[config.mk]
export PLATFORM = sky130hd
export DESIGN_NAME = muldiv_sequencer
export DESIGN_NICKNAME = d
export VERILOG_FILES = /design/src/rtl/muldiv_pkg.sv /design/src/rtl/muldiv_watchdog.sv /design/src/rtl/muldiv_sequencer.sv
export SDC_FILE = /design/constraint.sdc
export NUM_CORES = 1
export LEC_CHECK = 0
export CORE_AREA = 10 10 47 49
export CTS_CLUSTER_SIZE = 24
export DETAILED_ROUTE_END_ITERATION = 16
export DIE_AREA = 0 0 57 59
export PLACE_DENSITY_LB_ADDON = 0.3
export RECOVER_POWER = 25
export SYNTH_ARGS = -nofsm -noshare
export SYNTH_HDL_FRONTEND = slang
export SYNTH_SLANG_ARGS = --single-unit
[constraint.sdc]
create_clock -name clk -period 1.4 [get_ports clk]
set_input_delay 0.35 -clock clk [delete_from_list [all_inputs] [get_ports clk]]
set_output_delay 0.35 -clock clk [all_outputs]
set_load 0.03 [all_outputs]
[src/rtl/muldiv_pkg.sv]
// Shared types and encodings for the mult/div sequencer.
package muldiv_pkg;

  typedef enum logic [2:0] {
    IDLE   = 3'd0,
    LAUNCH = 3'd1,
    WAIT   = 3'd2,
    WRITE  = 3'd3,
    EXC    = 3'd4,
    TOUT   = 3'd5
  } state_e;

  localparam logic OP_MULT = 1'b0;
  localparam logic OP_DIV  = 1'b1;

  // Selector values expected by mux_High / mux_Low
  localparam logic HILO_SEL_MULT = 1'b0;
  localparam logic HILO_SEL_DIV  = 1'b1;

  function automatic logic op_to_hilo(input logic op);
    return (op == OP_DIV) ? HILO_SEL_DIV : HILO_SEL_MULT;
  endfunction

endpackage

[src/rtl/muldiv_watchdog.sv]
// WAIT-state watchdog: clearable up-counter with a terminal-count flag.
module muldiv_watchdog #(
  parameter int unsigned LIMIT = 63
) (
  input  logic clk,
  input  logic rst_n,
  input  logic clr,
  input  logic en,
  output logic tc
);

  localparam int unsigned CW = (LIMIT > 2) ? $clog2(LIMIT) : 1;

  logic [CW-1:0] cnt_q, cnt_d;

  always_comb begin
    cnt_d = cnt_q;
    if (clr)     cnt_d = '0;
    else if (en) cnt_d = cnt_q + CW'(1);
  end

  always_ff @(posedge clk or negedge rst_n) begin
    if (!rst_n) cnt_q <= '0;
    else        cnt_q <= cnt_d;
  end

  // Count is 0 in the first WAIT cycle, so LIMIT-1 marks the LIMIT-th cycle
  assign tc = en && (cnt_q == CW'(LIMIT - 1));

endmodule

[src/rtl/muldiv_sequencer.sv]
// Launches mult/div, waits for completion, drives HI/LO loads and status.
// Optional watchdog abort enabled by defining MULDIV_TIMEOUT_EN.
module muldiv_sequencer
  import muldiv_pkg::*;
#(
  parameter int unsigned TIMEOUT_CYCLES = 63
) (
  input  logic clk,
  input  logic reset,
  input  logic start,
  input  logic op_div,
  input  logic mult_stop,
  input  logic div_stop,
  input  logic div_zero,
  input  logic mf_req,
  output logic mult_init,
  output logic div_init,
  output logic hilo_sel,
  output logic high_load,
  output logic low_load,
  output logic busy,
  output logic done,
  output logic div_zero_exc,
  output logic timeout_err,
  output logic mf_stall
);

  state_e state_q, state_d;
  logic   op_q, op_d;
  logic   stop_hit, zero_hit, tout_hit;

  // Only the latched unit's signals are observed
  assign stop_hit = (op_q == OP_DIV) ? div_stop : mult_stop;
  assign zero_hit = (op_q == OP_DIV) && div_zero;

`ifdef MULDIV_TIMEOUT_EN
  muldiv_watchdog #(.LIMIT(TIMEOUT_CYCLES)) u_wdog (
    .clk   (clk),
    .rst_n (reset),
    .clr   (state_q == LAUNCH),
    .en    ((state_q == WAIT) && !stop_hit && !zero_hit),
    .tc    (tout_hit)
  );
`else
  assign tout_hit = 1'b0;
`endif

  always_comb begin
    state_d = state_q;
    op_d    = op_q;
    case (state_q)
      IDLE: if (start) begin
        op_d    = op_div;
        state_d = LAUNCH;
      end
      LAUNCH: state_d = WAIT;
      WAIT: begin
        if (zero_hit)      state_d = EXC;
        else if (stop_hit) state_d = WRITE;
        else if (tout_hit) state_d = TOUT;
      end
      WRITE, EXC, TOUT: state_d = IDLE;
      default: state_d = IDLE;
    endcase
  end

  always_ff @(posedge clk or negedge reset) begin
    if (!reset) begin
      state_q <= IDLE;
      op_q    <= OP_MULT;
    end else begin
      state_q <= state_d;
      op_q    <= op_d;
    end
  end

  always_comb begin
    mult_init    = (state_q == LAUNCH) && (op_q == OP_MULT);
    div_init     = (state_q == LAUNCH) && (op_q == OP_DIV);
    hilo_sel     = op_to_hilo(op_q);
    high_load    = (state_q == WRITE);
    low_load     = (state_q == WRITE);
    busy         = (state_q != IDLE);
    done         = (state_q == WRITE) || (state_q == EXC) || (state_q == TOUT);
    div_zero_exc = (state_q == EXC);
`ifdef MULDIV_TIMEOUT_EN
    timeout_err  = (state_q == TOUT);
`else
    timeout_err  = 1'b0;
`endif
  end

  assign mf_stall = mf_req & busy;

endmodule

# Word-level counts from Yosys, hierarchy flattened
# Index checks and enable logic that the tools add are counted.
word_totals:
  word_cells: 26
  ff_bits: 4
  input_bits: 8
classes:
  bitwise_logic: 2
  eq_ne: 7
  mux: 6
  reduce_logical: 9
ops:
  columns: ["operator", "count"]
  rows:
  - ["$mux 3", 3]
  - ["$pmux 3 s3", 1]
  - ["$eq 3x2->1 const B", 2]
  - ["$eq 3x3->1 const B", 2]
  - ["$reduce_and 2->1", 2]
  - ["$eq 3x1->1 const B", 1]
  - ["$logic_and 1x1->1", 3]
  - ["$logic_not 3->1", 1]
  - ["$ne 3x3->1 const B", 1]
  - ["$reduce_bool 3->1", 1]
  - ["$logic_or 1x1->1", 2]
  - ["$mux 1", 2]
  - ["$ne 2x2->1 const B", 1]
  - ["$and 1x1->1", 1]
  - ["$not 1->1", 1]

# Longest topological paths before layout
# Gate-level depths: netlist of run 1.
depth:
  depth_word: 4
  ltp_mapped: 3
  mapped_depth_nobuf: 3

# Worst setup path before layout of run 1
# OpenSTA, ideal clock, no wires.
synth_path:
  path_kind: "register -> output"
  from: "register op_q"
  to: "output port div_init"
  stages_incl_launch_ff: 2
  path_slack_ns: -0.293
  arrival_ns: 1.343
  n_path_buf: 0
  cell_sequence: "dfrtp_1 nor3b_1"
synth_between:
  elab_chain_cells: 1
synth_rtl:
  columns: ["item", "line_no", "source"]
  rows:
  - ["start: declaration", "muldiv_sequencer.sv:29", "logic op_q, op_d;"]
  - ["start signal: assignment", "muldiv_sequencer.sv:73", "op_q <= op_d;"]
  - ["$logic_and 1x1->1", "muldiv_sequencer.sv:79", "div_init = (state_q == LAUNCH) && (op_q == OP_DIV);"]
  - ["end: declaration", "muldiv_sequencer.sv:17", "output logic div_init,"]
# Every way passes these cells.

# Final worst setup path of run 1
layout_path:
  from: "register state_q[1]"
  to: "output port mf_stall"
layout_between:
  elab_chain_cells: 2
layout_rtl:
  columns: ["item", "line_no", "source"]
  rows:
  - ["start: declaration", "muldiv_sequencer.sv:28", "state_e state_q, state_d;"]
  - ["start signal: assignment", "muldiv_sequencer.sv:72", "state_q <= state_d;"]
  - ["$reduce_bool 3->1", "muldiv_sequencer.sv:83", "busy = (state_q != IDLE);"]
  - ["$and 1x1->1", "muldiv_sequencer.sv:93", "assign mf_stall = mf_req & busy;"]
  - ["end: declaration", "muldiv_sequencer.sv:25", "output logic mf_stall"]
# Every way passes these cells.

==> results of run 1 <==
worst register-to-register path, delay by kind of cell, from the launching register on:
| family | cells | cell delay (ns) |
|---|---|---|
| multiplexers | 1 | 0.31 |
| AND/OR/NAND/NOR | 1 | 0.16 |
| buffers and inverters | 3 | 0.38 |
| flip-flops | 1 | 0.38 |
through the flow:
| step | hold WS [ns] | cells | total power [mW] |
|---|---|---|---|
| final | 0.3848 | 70 | 1.360 |
| after global routing | 0.3954 | 70 | 1.446 |
| after CTS | 0.3183 | 67 | 1.249 |
| after detailed placement | 0.5607 | 62 | 0.9584 |
| after global placement | 0.5600 | 62 | 0.9547 |
| after floorplan | 0.05441 | 27 | 0.6595 |
kinds of logic (layout without fill, tap and decap cells):
kind of cell | after synthesis | after routing | share of synthesized area (%)
compound gates | 3 | 3 | 6.370
mux | 1 | 1 | 4.411
simple gates | 16 | 16 | 42.65
other cells | 1 | 1 | 1.469
flops | 4 | 4 | 39.22
buf+inv | 2 | 29 | 5.881
area by class of cell:
class	count	area, sq um	share of cell area [%]
Sequential cell	4	100.1	16.49
Timing Repair Buffer	26	276.5	45.57
Multi-Input combinational cell	21	187.7	30.93
Tap cell	16	20.02	3.299
Clock buffer	3	22.52	3.711
layout by cell type, fill, tap and decap left out, drive strengths merged:
master / n
clkdlybuf4s50: 6
dfrtp: 4
mux2: 1
nor2: 2
nor4b: 1
buf: 19
nor3b: 1
nand3b: 3
or3: 1
nand2: 1
a31oi: 1
conb: 1
and3b: 1
o21ai: 1
clkbuf: 3
a21oi: 1
nand2b: 4
dlygate4sd3: 1
and2: 1
nor3: 1
cell usage after synthesis:
library cell  instances  area (sq um)
nand2b_1              4         25.02
nor3_1                1         5.000
a31oi_1               1         6.260
conb_1                1         3.750
nor3b_1               1         7.510
nand2_1               1         3.750
buf_4                 2         15.01
and2_4                1         8.760
and3b_1               1         8.760
or3_4                 1         11.26
nor4b_1               1         8.760
dfrtp_1               4         100.1
mux2_1                1         11.26
nand3b_1              3         22.52
nor2_1                2         7.510
a21oi_1               1         5.000
o21ai_0               1         5.000
worst max-delay path by stage:
| stage | startpoint | endpoint | cells after the start |
|---|---|---|---|
| 2_1_floorplan | op_q | div_init | 1 |
| 3_3_place_gp | state_q[1] | busy | 2 |
| 3_5_place_dp | state_q[1] | busy | 2 |
| 4_1_cts | state_q[2] | mf_stall | 3 |
| 5_1_grt | state_q[1] | mf_stall | 3 |
| 6_report | state_q[1] | mf_stall | 3 |
timing repair:
| action | in CTS | in global routing |
|---|---|---|
| pin swaps | 1 | 2 |
| setup buffers | 2 | 3 |
| resized for setup | 12 | 10 |
| cloned | 0 | 0 |
| setup endpoints to repair | 8 | 8 |
metal layers:
layer | wire, um | GRT usage [%]
met1 | 390 | 5.911
met3 | 104 | 4.292
met4 | 0 | 2.013
met2 | 396 | 6.822
met5 | 0 | 0
sequential cells by signal, summed over array words and instances (netlist names):
signal,cells
op_q,1
state_q,3
power by group through the flow:
stage / registers (mW) / clock network, mW / logic [mW]
floorplan: 0.259 / 0 / 0.401
global placement: 0.208 / 0 / 0.746
detailed placement: 0.209 / 0 / 0.749
CTS: 0.214 / 0.150 / 0.885
global route: 0.230 / 0.157 / 1.06
finish: 0.220 / 0.143 / 0.997
==> results.tsv, run 1 <==
metric	value	unit
CP peak stage delay	0.39	ns
total gr overflow	0	
largest net degree at the start of global routing	8	
reg2reg end	op_q	
chip height	59	um
first-pass GRT wire length	1380	um
Placeable Area	1401	sq um
Post-DP HPWL	638.8	um
Post-Place Cell Area	451.7	sq um
slowest CP cell	or3_4	
fin crit period	1.617	ns
n_diodes	0	
final instance area	606.8	sq um
Int Pwr	0.7958	mW
Static Leak	0.2683	nW
worst-skew pair later-pin latency	0.23	ns
vias per cell	4.157	
PnR worst setup slack	-0.2169	ns
max_cap viols	0	
Port Buf Inserts	16	
switching share of power	41.49	%
Hold Fails Final Rpt	0	
cells after synthesis	27	
Highest Clock Rate	618.5	MHz
launch point of the worst reg-to-reg path	state_q[1]	
Hold Path Class	in -> async	
Final ANT Viol Nets	0	
Final setup violation count	8	
Post-Syn Nets	35	
PwrDens	2241	nW/um^2
Pins Over Slew Limit	0	
filler instances	146	
Worst Path Required	1.05	ns
status	finished with violations	
failing checks	setup timing	
period utilisation layout	115.5	%
starting density of the core	18.21	%
Area Overhead vs Synth	137.7	%
Worst-path clk slew	0.04	ns
Crit. End Element	output pin	
row cnt	14	
DR iter-0 viols	2	
area of the mapped netlist	255.2	sq um
Max Clock Skew	0.005087	ns
post-synth cell types	17	
Critical Path, Cell by Cell	or3_4 -> and2_4 -> buf_6	
DRT Wirelength	892	um
Setup Crit Path Kind	reg -> out	
Worst R2R Path Depth	5	
H-tree depth	1	
total track usage	5.172	%
Startpoint Class	flip-flop	
Flop pwr share	16.2	%
maximum vdd drop	1071	uV
layout cells sized above 1	57.41	%
I/O pin total	18	
synth warn	0	
NetSw	0.5644	mW
TritonCTS Sinks	4	
Mean Syn Cell Area	9.454	sq um
Comb power frac	73.3	%
Post-Place Worst Slack	-0.3000	ns
Clock power frac	10.5	%
DRC Markers	0	
DR vias	291	
CTS tree	yes	
GPL Wtd Cong	0.6961	
setup slack, reg-to-reg	0.05	ns
final net count	64	
die area	3363	sq um
Core Util, Final	43.30	%
TritonCTS buffer count	3	
worst endpoint data arrival time	1.27	ns
CTS Hold Bufs	0	
Worst Path Buf+Inv	1	
Clock Path Buffers	2	
Routed WL per cell	12.74	um
Yosys reg bits	4	
first-pass iteration count of the detailed router	3	
Crit path max-delay family	simple AND/OR/NAND/NOR gates	
Seq/Total Area, Yosys	39.22	%
Root Driver	clkbuf_4	
vias in the first global route	316	
die width	57	um
Total Neg Setup Slack	-1.235	ns
unrepaired setup endpoints after global routing	yes	
initial antenna violation count	0	
Worst Path Max Fanout	2	
No activity file was read; power rests on OpenSTA's default activity.
==> inputs of run 2 (changes only) <==
SKIP_CTS_REPAIR_TIMING = 1   (was not set)
==> run 2 against run 1 <==
  * The flow still finishes with violations (setup timing)
  * Total power is 1.1% higher
  * Register-to-register slack better by 0.12 ns
  * Sequential cell count stayed put
  * Via count is 4.1% higher
  * Core utilization is 0.45 points higher
  * Non-clock buffer count is 2 higher
  * Worst hold slack better by 0.0016 ns
  * Critical path type unchanged
==> results.tsv, run 2 (same netlist as run 1, synthesis figures left out) <==
metric	value	unit	change
CP peak stage delay	0.39	ns	about the same
TritonCTS buffer count	3		unchanged
failing checks	setup timing		
Area Overhead vs Synth	140.2	%	
filler instances	154		+5.5%
Max Clock Skew	0.004712	ns	-0.0003752 ns
largest net degree at the start of global routing	9		+1
starting density of the core	18.21	%	unchanged
Hold Fails Final Rpt	0		unchanged
total gr overflow	0		unchanged
Crit path max-delay family	simple AND/OR/NAND/NOR gates		
max reg flops	3		unchanged
Setup Crit Path Kind	reg -> out		
Final setup violation count	8		unchanged
Clock power frac	10.4	%	about the same
Worst Path Buf+Inv	1		unchanged
die width	57	um	unchanged
vias per cell	4.208		+1.2%
Flop pwr share	16.2	%	about the same
status	finished with violations		
Routed WL per cell	12.90	um	+1.3%
CTS tree	yes		
Int Pwr	0.8056	mW	+1.2%
GPL Wtd Cong	0.6961		unchanged
Layout Cells excl Fill	72		+2.9%
DR iter-0 viols	0		-2
layout cells sized above 1	57.14	%	-0.26 points
Post-DP HPWL	638.8	um	unchanged
Worst Path Max Fanout	2		unchanged
DR vias	303		+4.1%
Worst-path clk slew	0.04	ns	about the same
switching share of power	41.40	%	-0.090 points
die area	3363	sq um	unchanged
worst hold margin	0.3864	ns	+0.001571 ns
final net count	66		+3.1%
Core Util, Final	43.75	%	+0.45 points
Biggest register	state_q		
row cnt	14		unchanged
Clock Path Buffers	2		unchanged
n_diodes	0		unchanged
I/O pin total	18		unchanged
most common cell after layout, fill and taps aside	buf_6		
first-pass GRT wire length	1331	um	-3.6%
Crit. End Element	output pin		
Total Neg Setup Slack	-1.379	ns	-0.1444 ns
PwrDens	2242	nW/um^2	about the same
initial antenna violation count	0		unchanged
Port Buf Inserts	16		unchanged
TritonCTS Sinks	4		unchanged
worst endpoint data arrival time	1.28	ns	about the same
Root Driver	clkbuf_4		
H-tree depth	1		unchanged
slowest CP cell	or3_4		
first-pass iteration count of the detailed router	1		-2
total track usage	5.041	%	-0.13 points
vias in the first global route	300		-5.1%
Static Leak	0.2815	nW	+4.9%
Highest Clock Rate	615.0	MHz	-0.56%
Comb power frac	73.4	%	about the same
max_cap viols	0		unchanged
maximum vdd drop	1177	uV	+9.9%
Worst Path Required	1.05	ns	about the same
chip height	59	um	unchanged
Critical Path, Cell by Cell	or3_4 -> and2_4 -> buf_6		
Hold Path Class	in -> async		
period utilisation layout	116.1	%	+0.65 points
PnR worst setup slack	-0.2260	ns	-0.009127 ns
DRC Markers	0		unchanged
NetSw	0.5692	mW	+0.85%
fin crit period	1.626	ns	+0.009127 ns
Placeable Area	1401	sq um	unchanged
unrepaired setup endpoints after global routing	yes		
Pins Over Slew Limit	0		unchanged
Pwr Total	1.375	mW	+1.1%
Startpoint Class	flip-flop		
Largest regs	state_q (3), op_q (1)		
Final ANT Viol Nets	0		unchanged
Placed Cells incl. Taps	62		unchanged
DRT Wirelength	929	um	+4.1%
most frequent cells in the layout	buf_6 (10), buf_4 (9), clkdlybuf4s50_1 (6), dfrtp_1 (4)		
worst-skew pair later-pin latency	0.23	ns	about the same
## run 2: cell count changes in the layout (fill, tap and decap cells not counted), sizes merged
cell,delta
buf,+1
dlymetal6s2s,+1
## run 2: layout make-up
cell class | instances | area (sq um) | area share [%]
multi-input combinational | 21 | 187.7 | 30.61
tap | 16 | 20.02 | 3.265
clock buffer | 3 | 22.52 | 3.673
timing repair buffer | 28 | 282.8 | 46.12
sequential | 4 | 100.1 | 16.33
## run 2: worst register-to-register path, stage by stage (launching register included)
cell	delay, ns
dfrtp_1	0.38
buf_6	0.13
buf_4	0.13
nand3b_1	0.16
mux2_1	0.31
## run 2: power groups by stage
stage | Combinational (mW) | Sequential [mW] | Clock (mW)
after global routing | 1.08 | 0.232 | 0.157
after floorplan | 0.401 | 0.259 | 0
after detailed placement | 0.749 | 0.209 | 0
after global placement | 0.746 | 0.208 | 0
after CTS | 0.753 | 0.209 | 0.150
final | 1.01 | 0.222 | 0.143
## run 2: final timing paths
kind	start	to	slack, ns	cells after the start
setup reg to reg	state_q[1]	op_q	0.17	4
hold reg to reg	state_q[0]	state_q[2]	0.66	3
max in group asynchronous	reset	state_q[2]	0.84	1
setup / recovery	state_q[1]	mf_stall	-0.23	3
hold / removal	reset	state_q[0]	0.39	1
min in group clk	state_q[0]	state_q[2]	0.66	3
## run 2: routing by layer
layer	global-route usage, %	wire, um
met1	5.911	396
met2	6.357	422
met3	4.292	110
met4	2.013	0
met5	0	0
## run 2: metrics by stage
step	setup WS, ns	area, sq um
after floorplan	-0.03133	269.0
after global placement	-0.2872	451.7
after detailed placement	-0.3000	451.7
after CTS	-0.5534	474.2
after global routing	-0.2797	613.1
final	-0.2260	613.1
==> inputs of run 3 (changes only) <==
ABC_AREA = 1   (was not set)
==> run 3 against run 2 <==
  * The flow still finishes with violations (setup timing)
  * Register-to-register slack better by 0.08 ns
  * Synthesized cell count is 41% higher
  * Setup slack better by 0.040 ns
  * Sequential cell count stayed put
  * Core utilization is 0.45 points higher
  * Worst hold slack worse by 0.0063 ns
  * Non-clock buffer count is 1 higher
  * Fmax is 2.5% higher
  * Largest power group unchanged
==> results.tsv, run 3 <==
metric	value	unit	change
status	finished with violations		
failing checks	setup timing		
I/O pin total	18		unchanged
Yosys reg bits	4		unchanged
Worst Path Required	1.05	ns	about the same
Largest regs	state_q (3), op_q (1)		
Clock Path Buffers	2		unchanged
Flop pwr share	14.7	%	-1.5 points
count leader, synth	nand2_1		
Hold Path Class	in -> async		
worst hold margin	0.3801	ns	-0.006331 ns
worst endpoint data arrival time	1.24	ns	-0.04 ns
Worst Path Max Fanout	3		+1
fin crit period	1.586	ns	-0.04015 ns
PwrDens	2346	nW/um^2	+4.6%
chip height	59	um	unchanged
Pwr Total	1.453	mW	+5.7%
first-pass iteration count of the detailed router	3		+2
total track usage	5.193	%	+0.15 points
async set-or-reset flop fraction in the synthesized netlist	100.0	%	unchanged
starting density of the core	18.93	%	+0.71 points
Comb power frac	75.3	%	+1.9 points
DRT Wirelength	896	um	-3.6%
unrepaired setup endpoints after global routing	yes		
DRC Markers	0		unchanged
die width	57	um	unchanged
PnR worst setup slack	-0.1859	ns	+0.04014 ns
most frequent cells in the layout	buf_4 (12), buf_6 (9), nand2_1 (8), clkdlybuf4s50_1 (6)		
switching share of power	46.79	%	+5.4 points
row cnt	14		unchanged
Placeable Area	1401	sq um	unchanged
Yosys top cell area share	37.74	%	-1.5 points
Layout Cells excl Fill	84		+17%
initial antenna violation count	0		unchanged
Port Buf Inserts	16		unchanged
total gr overflow	0		unchanged
NetSw	0.6797	mW	+19%
Clock power frac	10.0	%	-0.4 points
TritonCTS buffer count	3		unchanged
final net count	78		+18%
maximum vdd drop	1260	uV	+7.1%
TritonCTS Sinks	4		unchanged
Placed Cells incl. Taps	76		+23%
H-tree depth	1		unchanged
Startpoint Class	flip-flop		
Area Overhead vs Synth	133.5	%	
vias in the first global route	319		+6.3%
synth warn	0		unchanged
DR iter-0 viols	1		+1
max reg flops	3		unchanged
Post-DP HPWL	696.6	um	+9.0%
Hold Fails Final Rpt	0		unchanged
Int Pwr	0.7730	mW	-4.0%
leading area contributor after synthesis	dfrtp_1		
Crit. End Element	output pin		
DR vias	353		+17%
GPL Wtd Cong	0.7634		+9.7%
synth cell count leaders	nand2_1 (8), nor2_1 (5), dfrtp_1 (4)		
area of the mapped netlist	265.3	sq um	+3.9%
Pins Over Slew Limit	0		unchanged
post-synth cell types	16		-1
first-pass GRT wire length	1304	um	-2.0%
Highest Clock Rate	630.6	MHz	+2.5%
Static Leak	0.3001	nW	+6.6%
Final ANT Viol Nets	0		unchanged
die area	3363	sq um	unchanged
top cells by area, synth	dfrtp_1 (38%), nand2_1 (11%), nor2_1 (7.1%), nand3_1 (5.7%), buf_4 (5.7%)		
Mean Syn Cell Area	6.980	sq um	-26%
largest net degree at the start of global routing	7		-2
Routed WL per cell	10.67	um	-17%
n_diodes	0		unchanged
CTS tree	yes		
Seq/Total Area, Yosys	37.74	%	-1.5 points
worst-skew pair later-pin latency	0.24	ns	about the same
Root Driver	clkbuf_4		
Post-Place Worst Slack	-0.1565	ns	+0.1435 ns
period utilisation layout	113.3	%	-2.9 points
Worst-path clk slew	0.04	ns	about the same
Post-synth EDFFs	0		unchanged
max_cap viols	0		unchanged
vias per cell	4.202		-0.14%
predominant post-synthesis flop cell	dfrtp_1		
Post-Syn Nets	46		+31%
layout cells sized above 1	54.41	%	-2.7 points
cells after synthesis	38		+41%
Setup Crit Path Kind	reg -> out		
Max Clock Skew	0.002996	ns	-0.001716 ns
most common cell after layout, fill and taps aside	buf_4		
Final setup violation count	8		unchanged
Biggest register	state_q		
==> run 3: cell count changes in the layout (fill, tap and decap cells not counted), sizes merged, moves of 3 or more <==
cell and delta:
nand3 +3, nand2 +8, inv +6, nand2b -4, nor2 +5
==> run 3: worst paths after layout <==
check / startpoint / endpoint / slack (ns) / cells past startpoint
hold / removal: reset / state_q[2] / 0.38 / 1
setup reg to reg: state_q[2] / state_q[0] / 0.25 / 6
max in group asynchronous: reset / op_q / 0.85 / 1
min in group clk: state_q[0] / state_q[2] / 0.57 / 2
hold reg to reg: state_q[0] / state_q[2] / 0.57 / 2
setup / recovery: state_q[1] / done / -0.19 / 5
==> run 3: cells by family after synthesis <==
kind of cell	count (synthesis)	share of synthesized area (%)
DFF	4	37.74
buffers and inverters	8	14.15
and+or+nand+nor	22	40.10
other	1	1.414
AOI/OAI and AO/OA	3	6.601
==> run 3: per-stage QoR <==
stage,util [%],cell area (sq um),TNS [ns]
global route,44.20,619.3,-1.315
floorplan,-,282.8,-0.09490
finish,44.20,619.3,-0.9460
detailed placement,34.82,488.0,-0.1976
global placement,34.82,488.0,-0.1913
CTS,36.43,510.5,-1.768
==> run 3: cell type report <==
cell class / count / area (sq um)
clock buffer: 3 / 22.52
inverter: 6 / 25.02
fill: 144 / 782.0
timing repair buffer: 29 / 266.5
multi-input combinational: 26 / 185.2
sequential: 4 / 100.1
tap: 16 / 20.02
==> run 3: power groups by stage <==
| stage | sequential (mW) | clock, mW | combinational [mW] |
|---|---|---|---|
| detailed placement | 0.207 | 0 | 0.875 |
| global route | 0.220 | 0.157 | 1.18 |
| floorplan | 0.251 | 0 | 0.473 |
| finish | 0.213 | 0.146 | 1.09 |
| global placement | 0.207 | 0 | 0.874 |
| CTS | 0.206 | 0.156 | 0.878 |
==> run 3: routing by layer <==
| metal | global-route usage, % | part of all wire [%] | wire length [um] | vias up |
|---|---|---|---|---|
| li1 | - | - | - | 177 |
| met1 | 4.410 | 34 | 303 | 163 |
| met2 | 8.217 | 56 | 504 | 11 |
| met3 | 1.288 | 6.7 | 60 | 2 |
| met4 | 8.054 | 3.1 | 28 | 0 |
| met5 | 0 | 0 | 0 | - |
==> run 3: critical path, stage by stage, from the launching register on <==
cell and delay [ns]:
dfrtp_1 0.35, inv_2 0.06, buf_6 0.12, nor3_4 0.18
o21bai_4 0.14, buf_6 0.14
